File: src/rtl/dmac_pkg.sv
// Shared DMA command encodings and sequencer state type, used by the core's
// control unit and by dmac_seq.
package dmac_pkg;

  localparam logic [1:0] DMA_NOP = 2'b00;
  localparam logic [1:0] DMA_D2S = 2'b01;
  localparam logic [1:0] DMA_S2D = 2'b10;

  typedef enum logic [1:0] {
    IDLE = 2'd0,
    D2S  = 2'd1,
    S2D  = 2'd2
  } dmac_state_e;

  // 2'b11 is reserved and behaves like a nop.
  function automatic logic is_xfer_cmd(input logic [1:0] cmd);
    return (cmd == DMA_D2S) || (cmd == DMA_S2D);
  endfunction

endpackage

File: src/rtl/dmac_seq.sv
// DMA sequencer: moves word blocks between DRAM and SRAM and freezes the core
// via stall while busy. Optional per-word DRAM timeout behind DMAC_TIMEOUT_EN.
//
// state | meaning
// IDLE  | waiting for a d2s/s2d command with non-zero width
// D2S   | reading DRAM word idx, writing it to SRAM on dramValid
// S2D   | writing SRAM word idx to DRAM, advancing on dramValid
module dmac_seq
  import dmac_pkg::*;
#(
  parameter int SRAM_AW        = 14,
  parameter int WIDTH_W        = 10,
  parameter int TIMEOUT_CYCLES = 1024
) (
  input  logic               clk,
  input  logic               reset,
  input  logic [1:0]         dmaCmd,
  input  logic [31:0]        dmaSrcAddress,
  input  logic [31:0]        dmaDstAddress,
  input  logic [WIDTH_W-1:0] dmaWidth,
  input  logic [31:0]        sramReadData,
  input  logic [31:0]        dramReadData,
  output logic [SRAM_AW-1:0] sramAddress,
  output logic [31:0]        sramWriteData,
  output logic               sramWriteEnable,
  output logic [31:0]        dramAddress,
  output logic [31:0]        dramWriteData,
  output logic               dramWriteEnable,
  output logic               dramReadEnable,
  input  logic               dramValid,
  output logic               stall
`ifdef DMAC_TIMEOUT_EN
  ,
  output logic               dmaErr
`endif
);

  if (TIMEOUT_CYCLES < 2 || WIDTH_W < 1 || SRAM_AW < 1 || SRAM_AW > 30) begin : g_bad_param
    $error("dmac_seq: unsupported parameter set");
  end

  dmac_state_e        state;
  logic [31:0]        src;
  logic [31:0]        dst;
  logic [WIDTH_W-1:0] width;
  logic [WIDTH_W-1:0] idx;
  logic               last_word;
  logic               abort;
  logic [SRAM_AW-1:0] sram_base;
  logic [SRAM_AW-1:0] sram_word;
  logic [31:0]        dram_base;
  logic [31:0]        dram_byte;

  assign last_word = (idx == width - WIDTH_W'(1));

  // One adder per memory; the direction only selects which latched address feeds it.
  assign sram_base = (state == D2S) ? dst[SRAM_AW+1:2] : src[SRAM_AW+1:2];
  assign sram_word = sram_base + SRAM_AW'(idx);
  assign dram_base = (state == D2S) ? src : dst;
  assign dram_byte = dram_base + (32'(idx) << 2);

`ifdef DMAC_TIMEOUT_EN
  localparam int TO_W = (TIMEOUT_CYCLES > 2) ? $clog2(TIMEOUT_CYCLES) : 1;
  localparam logic [TO_W-1:0] TO_LOAD = TO_W'(TIMEOUT_CYCLES - 1);

  logic [TO_W-1:0] wait_cnt;

  assign abort = (state != IDLE) && !dramValid && (wait_cnt == '0);

  // Reloaded while idle and on every completed word, so each word gets the full budget.
  always_ff @(posedge clk) begin
    if (reset) begin
      wait_cnt <= '0;
      dmaErr   <= 1'b0;
    end else begin
      if (state == IDLE || dramValid || abort) begin
        wait_cnt <= TO_LOAD;
      end else begin
        wait_cnt <= wait_cnt - TO_W'(1);
      end
      if (abort) begin
        dmaErr <= 1'b1;
      end
    end
  end
`else
  assign abort = 1'b0;
`endif

  always_comb begin
    sramAddress     = '0;
    sramWriteData   = '0;
    sramWriteEnable = 1'b0;
    dramAddress     = '0;
    dramWriteData   = '0;
    dramWriteEnable = 1'b0;
    dramReadEnable  = 1'b0;
    unique case (state)
      D2S: begin
        dramAddress    = dram_byte;
        dramReadEnable = 1'b1;
        if (dramValid) begin
          sramWriteEnable = 1'b1;
          sramAddress     = sram_word;
          sramWriteData   = dramReadData;
        end
      end
      S2D: begin
        sramAddress     = sram_word;
        dramAddress     = dram_byte;
        dramWriteData   = sramReadData;
        dramWriteEnable = 1'b1;
      end
      default: ;
    endcase
  end

  // stall tracks the next state so it is low in the command cycle itself.
  always_ff @(posedge clk) begin
    if (reset) begin
      state <= IDLE;
      src   <= '0;
      dst   <= '0;
      width <= '0;
      idx   <= '0;
      stall <= 1'b0;
    end else begin
      unique case (state)
        IDLE: begin
          if (is_xfer_cmd(dmaCmd) && dmaWidth != '0) begin
            src   <= dmaSrcAddress;
            dst   <= dmaDstAddress;
            width <= dmaWidth;
            idx   <= '0;
            stall <= 1'b1;
            state <= (dmaCmd == DMA_D2S) ? D2S : S2D;
          end
        end
        D2S, S2D: begin
          if (dramValid) begin
            idx <= idx + WIDTH_W'(1);
            if (last_word) begin
              state <= IDLE;
              stall <= 1'b0;
            end
          end else if (abort) begin
            state <= IDLE;
            stall <= 1'b0;
          end
        end
        default: begin
          state <= IDLE;
          stall <= 1'b0;
        end
      endcase
    end
  end

endmodule

File: config.mk
export PLATFORM = sky130hd
export DESIGN_NAME = dmac_seq
export DESIGN_NICKNAME = d
export VERILOG_FILES = /design/src/rtl/dmac_pkg.sv /design/src/rtl/dmac_seq.sv
export SDC_FILE = /design/constraint.sdc
export NUM_CORES = 1
export LEC_CHECK = 0
export BUFFER_PORTS_ARGS = -buffer_cell sky130_fd_sc_hd__buf_4
export CORE_UTILIZATION = 30
export DETAILED_ROUTE_END_ITERATION = 6
export PLACE_DENSITY = 0.64
export SYNTH_ARGS = -nofsm -noshare
export SYNTH_HDL_FRONTEND = slang
export SYNTH_SLANG_ARGS = --single-unit
File: constraint.sdc
create_clock -name clk -period 4.9 [get_ports clk]
set_input_delay 0.245 -clock clk [delete_from_list [all_inputs] [get_ports clk]]
set_output_delay 0.245 -clock clk [all_outputs]
set_load 0.02 [all_outputs]
==> results of run 1 <==
==> area by class of cell <==
type	instances	area [sq um]	share of cell area, %
Tap cell	265	332	3.86
Multi-Input combinational cell	674	4150	48.3
Clock buffer	12	256	2.99
Clock inverter	4	77.6	0.904
Sequential cell	87	1740	20.3
Inverter	19	71.3	0.831
Timing Repair Buffer	261	1960	22.8
==> critical path: cells and delay by family (launching register included) <==
kind            cells  cell delay (ns)
fa+ha+maj           3             1.19
buf+inv             2             0.30
compound gates      4             0.89
simple gates        3             0.63
flops               1             0.33
mux                 1             0.42
==> cells by family (layout without fill, tap and decap cells) <==
logic type,Yosys count,after routing
buffers and inverters,68,296
AOI/OAI and AO/OA,162,162
adders and majority gates,30,30
muxes,47,47
DFF,87,87
and+or+nand+nor,388,388
xor gates and xnor gates,47,47
==> flip-flops by register name, indices dropped and copies added, names as in the netlist <==
register	flops
state	2
width	10
src	32
dst	32
idx	10
stall	1
==> cells in the final DEF, fill, tap and decap left out, types with 3 or more instances in the layout <==
cell type	n
sky130_fd_sc_hd__clkbuf_16	9
sky130_fd_sc_hd__nor2_1	68
sky130_fd_sc_hd__nor3_1	12
sky130_fd_sc_hd__xnor2_1	27
sky130_fd_sc_hd__nand4_1	4
sky130_fd_sc_hd__o21ai_0	18
sky130_fd_sc_hd__nand3_1	25
sky130_fd_sc_hd__nor4_1	4
sky130_fd_sc_hd__nor3b_1	4
sky130_fd_sc_hd__mux2_2	25
sky130_fd_sc_hd__o21bai_1	3
sky130_fd_sc_hd__o21a_1	3
sky130_fd_sc_hd__and2_1	38
sky130_fd_sc_hd__ha_1	27
sky130_fd_sc_hd__buf_4	261
sky130_fd_sc_hd__a21oi_1	89
sky130_fd_sc_hd__mux2i_1	22
sky130_fd_sc_hd__xor2_1	20
sky130_fd_sc_hd__o21ai_1	3
sky130_fd_sc_hd__nand2_1	175
sky130_fd_sc_hd__a21o_1	13
sky130_fd_sc_hd__and3_1	36
sky130_fd_sc_hd__inv_1	18
sky130_fd_sc_hd__o211ai_1	4
sky130_fd_sc_hd__nor2b_1	4
sky130_fd_sc_hd__dfxtp_1	87
==> worst max path at each step <==
stage | to | slack [ns]
after floorplan | dramAddress[28] | 0.37
after CTS | dramAddress[28] | 0.52
after detailed placement | dramAddress[28] | 0.92
final | dramAddress[28] | 0.54
after global routing | dramAddress[28] | 0.32
after global placement | dramAddress[28] | 0.96
==> power breakdown <==
part / internal (mW) / switching [mW] / total [mW]
Combinational: 0.579 / 0.862 / 1.44
Sequential: 0.819 / 0.107 / 0.926
Clock: 0.477 / 0.296 / 0.773
Total: 1.88 / 1.27 / 3.14
==> stage by stage <==
step	instance area (sq um)	cells	utilization, %	hold slack (ns)	setup slack [ns]
2_1_floorplan	6140	829	-	0.381	0.366
3_3_place_gp	8250	1306	41.7	0.439	0.957
3_5_place_dp	8250	1306	41.7	0.447	0.923
4_1_cts	8590	1322	43.4	0.130	0.524
5_1_grt	8590	1322	43.4	0.134	0.318
6_report	8590	1322	43.4	0.138	0.537
==> per-layer routing <==
| metal | vias to the layer above | GRT usage (%) | part of all wire (%) |
|---|---|---|---|
| met5 | - | 0 | 0 |
| met4 | 0 | 5.21 | 1.3 |
| met3 | 16 | 3.58 | 5.7 |
| met2 | 231 | 35.0 | 50 |
| met1 | 3073 | 24.1 | 43 |
| li1 | 3291 | - | - |
==> results.json, run 1 <==
{
  "outcome": "finished clean",
  "synthesis.nets": 1002,
  "start_util_pct": 31.0,
  "synthFlopType": "sky130_fd_sc_hd__dfxtp_1",
  "worstSetupStartpointType": "flip-flop",
  "critical_path.reg2reg.endpoint": "idx[4]$_SDFFE_PP0P_",
  "asyncSetResetFlopFracSynth_pct": 0,
  "synth_largest_type_area_fraction_pct": 28.4,
  "grt_antenna_before_repair": 0,
  "report.power.total_mw": 3.14,
  "die-width_um": 145,
  "flow.area_growth_from_synthesis_pct": 39.9,
  "nNetsFinal": 1225,
  "drive_gt1_share_pct": 29.9,
  "die_height_um": 145,
  "cp.required_ns": 4.66,
  "hold_violations": 0,
  "netlist_top_cells_area": "sky130_fd_sc_hd__dfxtp_1, sky130_fd_sc_hd__nand2_1, sky130_fd_sc_hd__a21oi_1, sky130_fd_sc_hd__ha_1, sky130_fd_sc_hd__mux2_2",
  "drt-initial-drc-count": 290,
  "drt.antenna.violating_nets": 0,
  "critical_path.cell_chain": "inv_1 -> ha_4 -> mux2_2 -> ha_1 -> fa_1 -> a21o_1 -> a21oi_1 -> o21bai_1 -> nor3b_2 -> o2111a_1 -> and4_1 -> nor3_1 -> buf_4",
  "ctsHtreeMaxLevel": 3,
  "final_period_minus_worst_setup_slack_ns": 4.36,
  "overflow": 0,
  "clk_latency_ns": 0.35,
  "peakVddDrop_mv": 0.172,
  "grt_max_degree": 81,
  "placeableCoreArea_sq_um": 19800,
  "crit_path_max_cell_delay_ns": 0.57,
  "synth-seq-area-share_pct": 28.4,
  "max_fo_critical_path": 56,
  "hold_path_depth": 3,
  "slew_headroom_pct": 39.4,
  "timing.rr.start": "state[0]$_SDFFE_PP0P_",
  "clock-root-buffer": "sky130_fd_sc_hd__clkbuf_16",
  "post-synth-top-area-cell": "sky130_fd_sc_hd__dfxtp_1",
  "pin_count": 257,
  "timing.fmax_ghz": 0.229,
  "grt.total_usage_pct": 19.7,
  "synth_simple_gate_area_share_pct": 29.8,
  "final.fill_count": 2056,
  "setup_total_negative_slack_ns": 0,
  "gp_congestion": 0.886,
  "first_global_vias": 6179,
  "synthMostInstantiatedCell": "sky130_fd_sc_hd__nand2_1",
  "cap_viol_max_count": 0,
  "synth_compound_area_share_pct": 16.2,
  "rows": 51,
  "critical_path_arrival_ns": 4.12,
  "yosys.cell_types.count": 65,
  "worst_slew_pin_slew_ns": 0.910,
  "clock_pin_slew_of_the_registers_on_the_worst_case_setup_and_hold_paths_ns": 0.07,
  "synthesis.yosys.warnings": 0,
  "vias": 6611,
  "tritoncts": "done",
  "endpoint_kind": "output port",
  "yosys.area_share.xor_xnor_pct": 6.71,
  "classification_of_the_worst_setup_path": "reg2out",
  "power-per-cell-area_nw_per_um2": 366,
  "synth_edf_count": 0,
  "hold_path_end": "src[15]$_SDFFE_PP0P_",
  "ys_ff_latch": 87,
  "synthMuxAreaShare_pct": 8.18,
  "cts_post_setup_buffers_inserted": 0,
  "synth_top_family_by_area": "simple AND/OR/NAND/NOR gates",
  "syn-mean-instance-area_sq_um": 7.40,
  "adder_and_majority_gate_portion_of_the_synthesized_area_pct": 6.36,
  "die_area_sq_um": 21000,
  "cts-resized-gates": 0,
  "timing.final.setup_violations": 0,
  "leakage_nw": 3.89,
  "insertedDiodeCount": 0,
  "hold_buffers": 0,
  "startpoint_of_the_lowest_slack_hold_path": "dmaSrcAddress[15]",
  "cpMaxStageDelayCell": "sky130_fd_sc_hd__ha_4",
  "detail_route.drc_violations": 0,
  "io_buffer_count": 256,
  "grt_setup_unrepaired": "no",
  "ff2ff_setup_slack_ns": 2.11,
  "detail_route.wl_per_cell_um": 16.0,
  "first_pass_grt_wire_length_mm": 32.9,
  "dr.pass1.iters": 5,
  "min_path_type": "in2reg",
  "final-max-slew-violation-count": 0,
  "wl_mm": 21.2,
  "clock-skew-final_ns": 0.00684,
  "worst-r2r-cell-count": 7,
  "drt-vias-per-instance": 5.00,
  "synth.cells.most_frequent": "sky130_fd_sc_hd__nand2_1, sky130_fd_sc_hd__a21oi_1, sky130_fd_sc_hd__dfxtp_1",
  "dp_hpwl_mm": 16.4,
  "cp-startpoint": "state[1]$_SDFFE_PP0P_",
  "mappedNetlistArea_sq_um": 6140,
  "number_of_clock_sinks": 87,
  "synth_cells": 829,
  "cts_inserted_buffers": 9,
  "fin_crit_sh_pct": 89.0,
  "clock_tree.buffer_depth": 2
}
(Power assumes the default switching activity.)
==> inputs of run 2 (changes only) <==
PLACE_DENSITY = not set   (was 0.64)
PLACE_DENSITY_LB_ADDON = 0.3   (was not set)
==> run 2 against run 1 <==
Compared with the run above:
- global-route usage up 0.27 points
- routed wire length up 0.73%
- sequential power up 0.5%
- worst setup slack worse by 0.032 ns
- largest power group unchanged
- count of clock-buffer cells in the layout unchanged
- worst hold slack worse by 0.0051 ns
- register-to-register slack worse by 0.03 ns
==> results.json, run 2 (synthesis results as in run 1) <==
{
  "die-width_um": 145,
  "leakage_nw": 3.86,
  "ctsHtreeMaxLevel": 3,
  "dr.pass1.iters": 5,
  "dp_hpwl_mm": 16.5,
  "drt-initial-drc-count": 277,
  "number_of_clock_sinks": 87,
  "final.fill_count": 2036,
  "overflow": 0,
  "tritoncts": "done",
  "die_area_sq_um": 21000,
  "startpoint_of_the_lowest_slack_hold_path": "dmaDstAddress[23]",
  "commonest_cells_after_routing_fill_and_taps_aside": "sky130_fd_sc_hd__buf_4, sky130_fd_sc_hd__nand2_1, sky130_fd_sc_hd__a21oi_1",
  "ff_latch_area_sq_um": 1740,
  "first_pass_grt_wire_length_mm": 33.2,
  "worst-r2r-cell-count": 8,
  "cts_inserted_buffers": 9,
  "grt_max_degree": 81,
  "cp.required_ns": 4.66,
  "critical_path.reg2reg.endpoint": "state[1]$_SDFFE_PP0P_",
  "hold_path_end": "dst[23]$_SDFFE_PP0P_",
  "clock_tree.buffer_depth": 2,
  "final_period_minus_worst_setup_slack_ns": 4.39,
  "pin_count": 257,
  "start_util_pct": 31.0,
  "rows": 51,
  "outcome": "finished clean",
  "detail_route.drc_violations": 0,
  "placeableCoreArea_sq_um": 19800,
  "worst_slew_pin_slew_ns": 1.09,
  "grt.total_usage_pct": 19.9,
  "first_global_vias": 6161,
  "drive_gt1_share_pct": 29.8,
  "setup_total_negative_slack_ns": 0,
  "post-place-cells": 1307,
  "timing.fmax_ghz": 0.228,
  "gp_congestion": 0.858,
  "critical_path_arrival_ns": 4.15,
  "clock_pin_slew_of_the_registers_on_the_worst_case_setup_and_hold_paths_ns": 0.07,
  "multiInputGateArea_sq_um": 4150,
  "flow.area_growth_from_synthesis_pct": 38.9,
  "grt_antenna_before_repair": 0,
  "hold_buffers": 0,
  "insertedDiodeCount": 0,
  "hold_violations": 0,
  "placed_area_sq_um": 8260,
  "vias": 6521,
  "timing.final.setup_violations": 0,
  "max_fo_critical_path": 43,
  "drt.antenna.violating_nets": 0,
  "die_height_um": 145,
  "reg.largest.list": "dst x32, src x32",
  "worstSetupStartpointType": "flip-flop",
  "cap_viol_max_count": 0,
  "nNetsFinal": 1226,
  "peakVddDrop_mv": 0.183,
  "wl_mm": 21.3,
  "power-per-cell-area_nw_per_um2": 353,
  "final_common_cell": "sky130_fd_sc_hd__buf_4",
  "final_cell_area_sq_um": 8530,
  "cts_post_setup_buffers_inserted": 0,
  "slew_headroom_pct": 26.9,
  "grt_setup_unrepaired": "no",
  "detail_route.wl_per_cell_um": 16.1,
  "endpoint_kind": "output port",
  "io_buffer_count": 256,
  "final-max-slew-violation-count": 0,
  "fin_crit_sh_pct": 89.7,
  "clk_latency_ns": 0.36,
  "timing.rr.start": "state[0]$_SDFFE_PP0P_",
  "classification_of_the_worst_setup_path": "reg2out",
  "min_path_type": "in2reg",
  "drt-vias-per-instance": 4.93,
  "clock-skew-final_ns": 0.00703,
  "hold_path_depth": 3,
  "clock-root-buffer": "sky130_fd_sc_hd__clkbuf_16",
  "number_of_non_filler_instances_in_the_completed_layout": 1322,
  "cts-resized-gates": 0,
  "ff2ff_setup_slack_ns": 2.08
}
==> run 2: cell count changes in the layout (fill, tap and decap cells not counted) <==
cell and change:
sky130_fd_sc_hd__clkinvlp_4 +2, sky130_fd_sc_hd__clkinv_2 +1, sky130_fd_sc_hd__clkinv_4 -2, sky130_fd_sc_hd__buf_4 +1, sky130_fd_sc_hd__bufinv_16 -2, sky130_fd_sc_hd__clkbuf_1 +1, sky130_fd_sc_hd__clkbuf_8 -1
==> run 2: per-layer routing <==
| layer | vias up | part of all wire (%) | routed length, um | global-route usage (%) |
|---|---|---|---|---|
| li1 | 3290 | - | - | - |
| met1 | 2978 | 43 | 9070 | 23.7 |
| met2 | 226 | 48 | 10300 | 33.8 |
| met3 | 27 | 6.7 | 1420 | 5.19 |
| met4 | 0 | 2.6 | 557 | 8.14 |
| met5 | - | 0 | 0 | 0 |
==> run 2: through the flow <==
| stage | hold WS (ns) | worst slack (ns) | utilization, % | total power [mW] |
|---|---|---|---|---|
| 2_1_floorplan | 0.381 | 0.366 | - | 1.88 |
| 3_3_place_gp | 0.444 | 0.969 | 41.8 | 2.38 |
| 3_5_place_dp | 0.445 | 0.946 | 41.8 | 2.39 |
| 4_1_cts | 0.117 | 0.528 | 43.1 | 3.04 |
| 5_1_grt | 0.126 | 0.213 | 43.1 | 3.21 |
| 6_report | 0.133 | 0.505 | 43.1 | 3.01 |
==> run 2: critical path, cell delays in order (launching register included) <==
cell	delay, ns
sky130_fd_sc_hd__dfxtp_1	0.32
sky130_fd_sc_hd__inv_1	0.13
sky130_fd_sc_hd__ha_4	0.42
sky130_fd_sc_hd__buf_4	0.33
sky130_fd_sc_hd__mux2_2	0.36
sky130_fd_sc_hd__ha_1	0.32
sky130_fd_sc_hd__a21o_1	0.12
sky130_fd_sc_hd__a21oi_1	0.08
sky130_fd_sc_hd__o21bai_1	0.20
sky130_fd_sc_hd__nor3b_2	0.52
sky130_fd_sc_hd__o2111a_1	0.40
sky130_fd_sc_hd__a31oi_1	0.11
sky130_fd_sc_hd__nor3_1	0.24
sky130_fd_sc_hd__buf_4	0.20
==> run 2: report_power, final <==
| part | total (mW) | leakage (nW) | switching [mW] | internal [mW] |
|---|---|---|---|---|
| clock network | 0.642 | 0.125 | 0.288 | 0.354 |
| registers | 0.931 | 0.714 | 0.111 | 0.820 |
| logic | 1.44 | 3.02 | 0.856 | 0.581 |
==> run 2: cell type report <==
type	count	share of cell area (%)
clock buffers	12	2.89
repair buffers	262	23.1
clock inverters	3	0.235
multi-input cells	674	48.6
inverters	19	0.837
flip-flops and latches	87	20.4
well taps	265	3.89
==> run 2: how the worst max path moves through the flow <==
stage | cells past startpoint | to | slack (ns) | start
2_1_floorplan | 16 | dramAddress[28] | 0.37 | state[1]$_SDFFE_PP0P_
3_3_place_gp | 13 | dramAddress[28] | 0.97 | state[1]$_SDFFE_PP0P_
3_5_place_dp | 13 | dramAddress[28] | 0.95 | state[1]$_SDFFE_PP0P_
4_1_cts | 13 | dramAddress[28] | 0.53 | state[1]$_SDFFE_PP0P_
5_1_grt | 13 | dramAddress[26] | 0.21 | state[1]$_SDFFE_PP0P_
6_report | 13 | dramAddress[28] | 0.51 | state[1]$_SDFFE_PP0P_
==> inputs of run 3 (changes only) <==
RECOVER_POWER = 100   (was not set)
==> run 3 against run 2 <==
Compared with the run above:
- the flow now finishes with violations (max-capacitance violations, max-slew violations)
- sequential power hardly changed
- register-to-register slack worse by 1.3 ns
- worst setup slack worse by 0.061 ns
- largest power group unchanged
- utilization is 1.6 points lower
- count of clock-buffer cells in the layout stayed put
- sequential share of layout area is 0.77 points higher
==> results.json, run 3 (synthesis results as in run 1) <==
{
  "outcome": "complete, but fails checks",
  "failed_checks": "max-capacitance violations, max-slew violations",
  "report.power.total_mw": 2.95,
  "flow.area_growth_from_synthesis_pct": 33.9,
  "classification_of_the_worst_setup_path": "reg2out",
  "startpoint_of_the_lowest_slack_hold_path": "dmaSrcAddress[24]",
  "nNetsFinal": 1226,
  "critical_path_arrival_ns": 4.21,
  "cp.required_ns": 4.66,
  "drt-initial-drc-count": 271,
  "placed_area_sq_um": 8260,
  "ctsHtreeMaxLevel": 3,
  "final.fill_count": 2120,
  "min_path_type": "in2reg",
  "cts-resized-gates": 0,
  "first_global_vias": 6161,
  "setup_total_negative_slack_ns": 0,
  "insertedDiodeCount": 0,
  "hold_violations": 0,
  "cts_post_setup_buffers_inserted": 0,
  "clock_pin_slew_of_the_registers_on_the_worst_case_setup_and_hold_paths_ns": 0.07,
  "clock-root-buffer": "sky130_fd_sc_hd__clkbuf_16",
  "cts_inserted_buffers": 9,
  "leakage_nw": 3.50,
  "clock_tree.buffer_depth": 2,
  "timing.rr.start": "state[1]$_SDFFE_PP0P_",
  "timing.fmax_ghz": 0.224,
  "netSwitchingPower_mw": 1.25,
  "final_period_minus_worst_setup_slack_ns": 4.46,
  "fin_crit_sh_pct": 90.9,
  "first_pass_grt_wire_length_mm": 33.2,
  "grt_antenna_before_repair": 0,
  "final-max-slew-violation-count": 50,
  "vias": 6508,
  "endpoint_kind": "output port",
  "grt_setup_unrepaired": "no",
  "die-width_um": 145,
  "overflow": 0,
  "io_buffer_count": 256,
  "final_cell_area_sq_um": 8220,
  "cpMaxStageDelayCell": "sky130_fd_sc_hd__nor3b_2",
  "commonest_cells_after_routing_fill_and_taps_aside": "sky130_fd_sc_hd__buf_4, sky130_fd_sc_hd__nand2_1, sky130_fd_sc_hd__a21oi_1",
  "cell_internal_pwr_mw": 1.70,
  "ff_latch_area_sq_um": 1740,
  "worst_slew_pin_slew_ns": 3.11,
  "gp_congestion": 0.858,
  "tritoncts": "done",
  "slew_headroom_pct": -108,
  "start_util_pct": 31.0,
  "final_common_cell": "sky130_fd_sc_hd__buf_4",
  "drive_gt1_share_pct": 21.9,
  "rows": 51,
  "placeableCoreArea_sq_um": 19800,
  "drt-vias-per-instance": 4.92,
  "clock-skew-final_ns": 0.00778,
  "cap_viol_max_count": 1,
  "power_frac_clock_pct": 21.8,
  "power-per-cell-area_nw_per_um2": 358,
  "final_hold_slack_ns": 0.133,
  "detail_route.drc_violations": 0,
  "grt_max_degree": 81,
  "clk_latency_ns": 0.36,
  "detail_route.wl_per_cell_um": 16.0,
  "cp-startpoint": "state[1]$_SDFFE_PP0P_",
  "dr.pass1.iters": 4,
  "p_sw_share_pct": 42.4,
  "comb_power_share_pct": 46.6,
  "critical_path.cell_chain": "inv_1 -> ha_4 -> buf_4 -> mux2_2 -> ha_1 -> a21o_1 -> a21oi_1 -> o21bai_1 -> nor3b_2 -> o2111a_1 -> a31oi_1 -> nor3_1 -> clkbuf_1",
  "drt.antenna.violating_nets": 0,
  "pin_count": 257,
  "multiInputGateArea_sq_um": 4140,
  "number_of_clock_sinks": 87,
  "die_height_um": 145,
  "crit_path_max_cell_delay_ns": 0.52,
  "hold_buffers": 0,
  "wl_mm": 21.2,
  "max_fo_critical_path": 43,
  "seqPwrFrac_pct": 31.6,
  "grt.total_usage_pct": 19.9,
  "dp_hpwl_mm": 16.5,
  "reg.largest.list": "dst x32, src x32",
  "peakVddDrop_mv": 0.182,
  "final_core_utilization_pct": 41.5,
  "worstSetupStartpointType": "flip-flop",
  "timing.final.setup_violations": 0,
  "die_area_sq_um": 21000
}
## run 3: layout make-up
type | instances | share of cell area (%)
repair buffers | 262 | 20.3
well taps | 265 | 4.04
clock inverters | 3 | 0.244
inverters | 19 | 0.868
flip-flops and latches | 87 | 21.2
multi-input cells | 674 | 50.3
clock buffers | 12 | 3.00
## run 3: per-layer routing
layer / global-route usage, % / vias to the layer above / routed length, um
met5: 0 / - / 0
met4: 8.14 / 0 / 557
met3: 5.19 / 27 / 1470
met2: 33.8 / 226 / 10200
met1: 23.7 / 2961 / 9020
li1: - / 3294 / -
## run 3: power groups by stage
stage                     Sequential, mW  Clock [mW]  Combinational, mW
final                              0.930       0.643               1.37
after global routing               0.946       0.688               1.51
after detailed placement           0.946           0               1.44
after CTS                          0.930       0.664               1.45
after floorplan                    0.908           0              0.969
after global placement             0.944           0               1.43
## run 3: worst max-delay path: cells and delay by family (launching register included)
| family | cells | cell delay [ns] |
|---|---|---|
| buf+inv | 3 | 0.74 |
| compound gates | 5 | 0.91 |
| flops | 1 | 0.32 |
| simple gates | 2 | 0.75 |
| fa+ha+maj | 2 | 0.75 |
| mux | 1 | 0.36 |
## run 3: worst paths after layout
check | endpoint | slack [ns] | depth (start not counted)
hold reg to reg | dst[31]$_SDFFE_PP0P_ | 0.45 | 2
setup / recovery | dramAddress[28] | 0.44 | 13
setup reg to reg | src[20]$_SDFFE_PP0P_ | 0.81 | 7
hold / removal | src[24]$_SDFFE_PP0P_ | 0.13 | 3
## run 3: per-stage QoR
| stage | instances | setup slack [ns] |
|---|---|---|
| 3_3_place_gp | 1307 | 0.969 |
| 5_1_grt | 1322 | 0.140 |
| 4_1_cts | 1322 | 0.528 |
| 2_1_floorplan | 829 | 0.366 |
| 3_5_place_dp | 1307 | 0.946 |
| 6_report | 1322 | 0.444 |
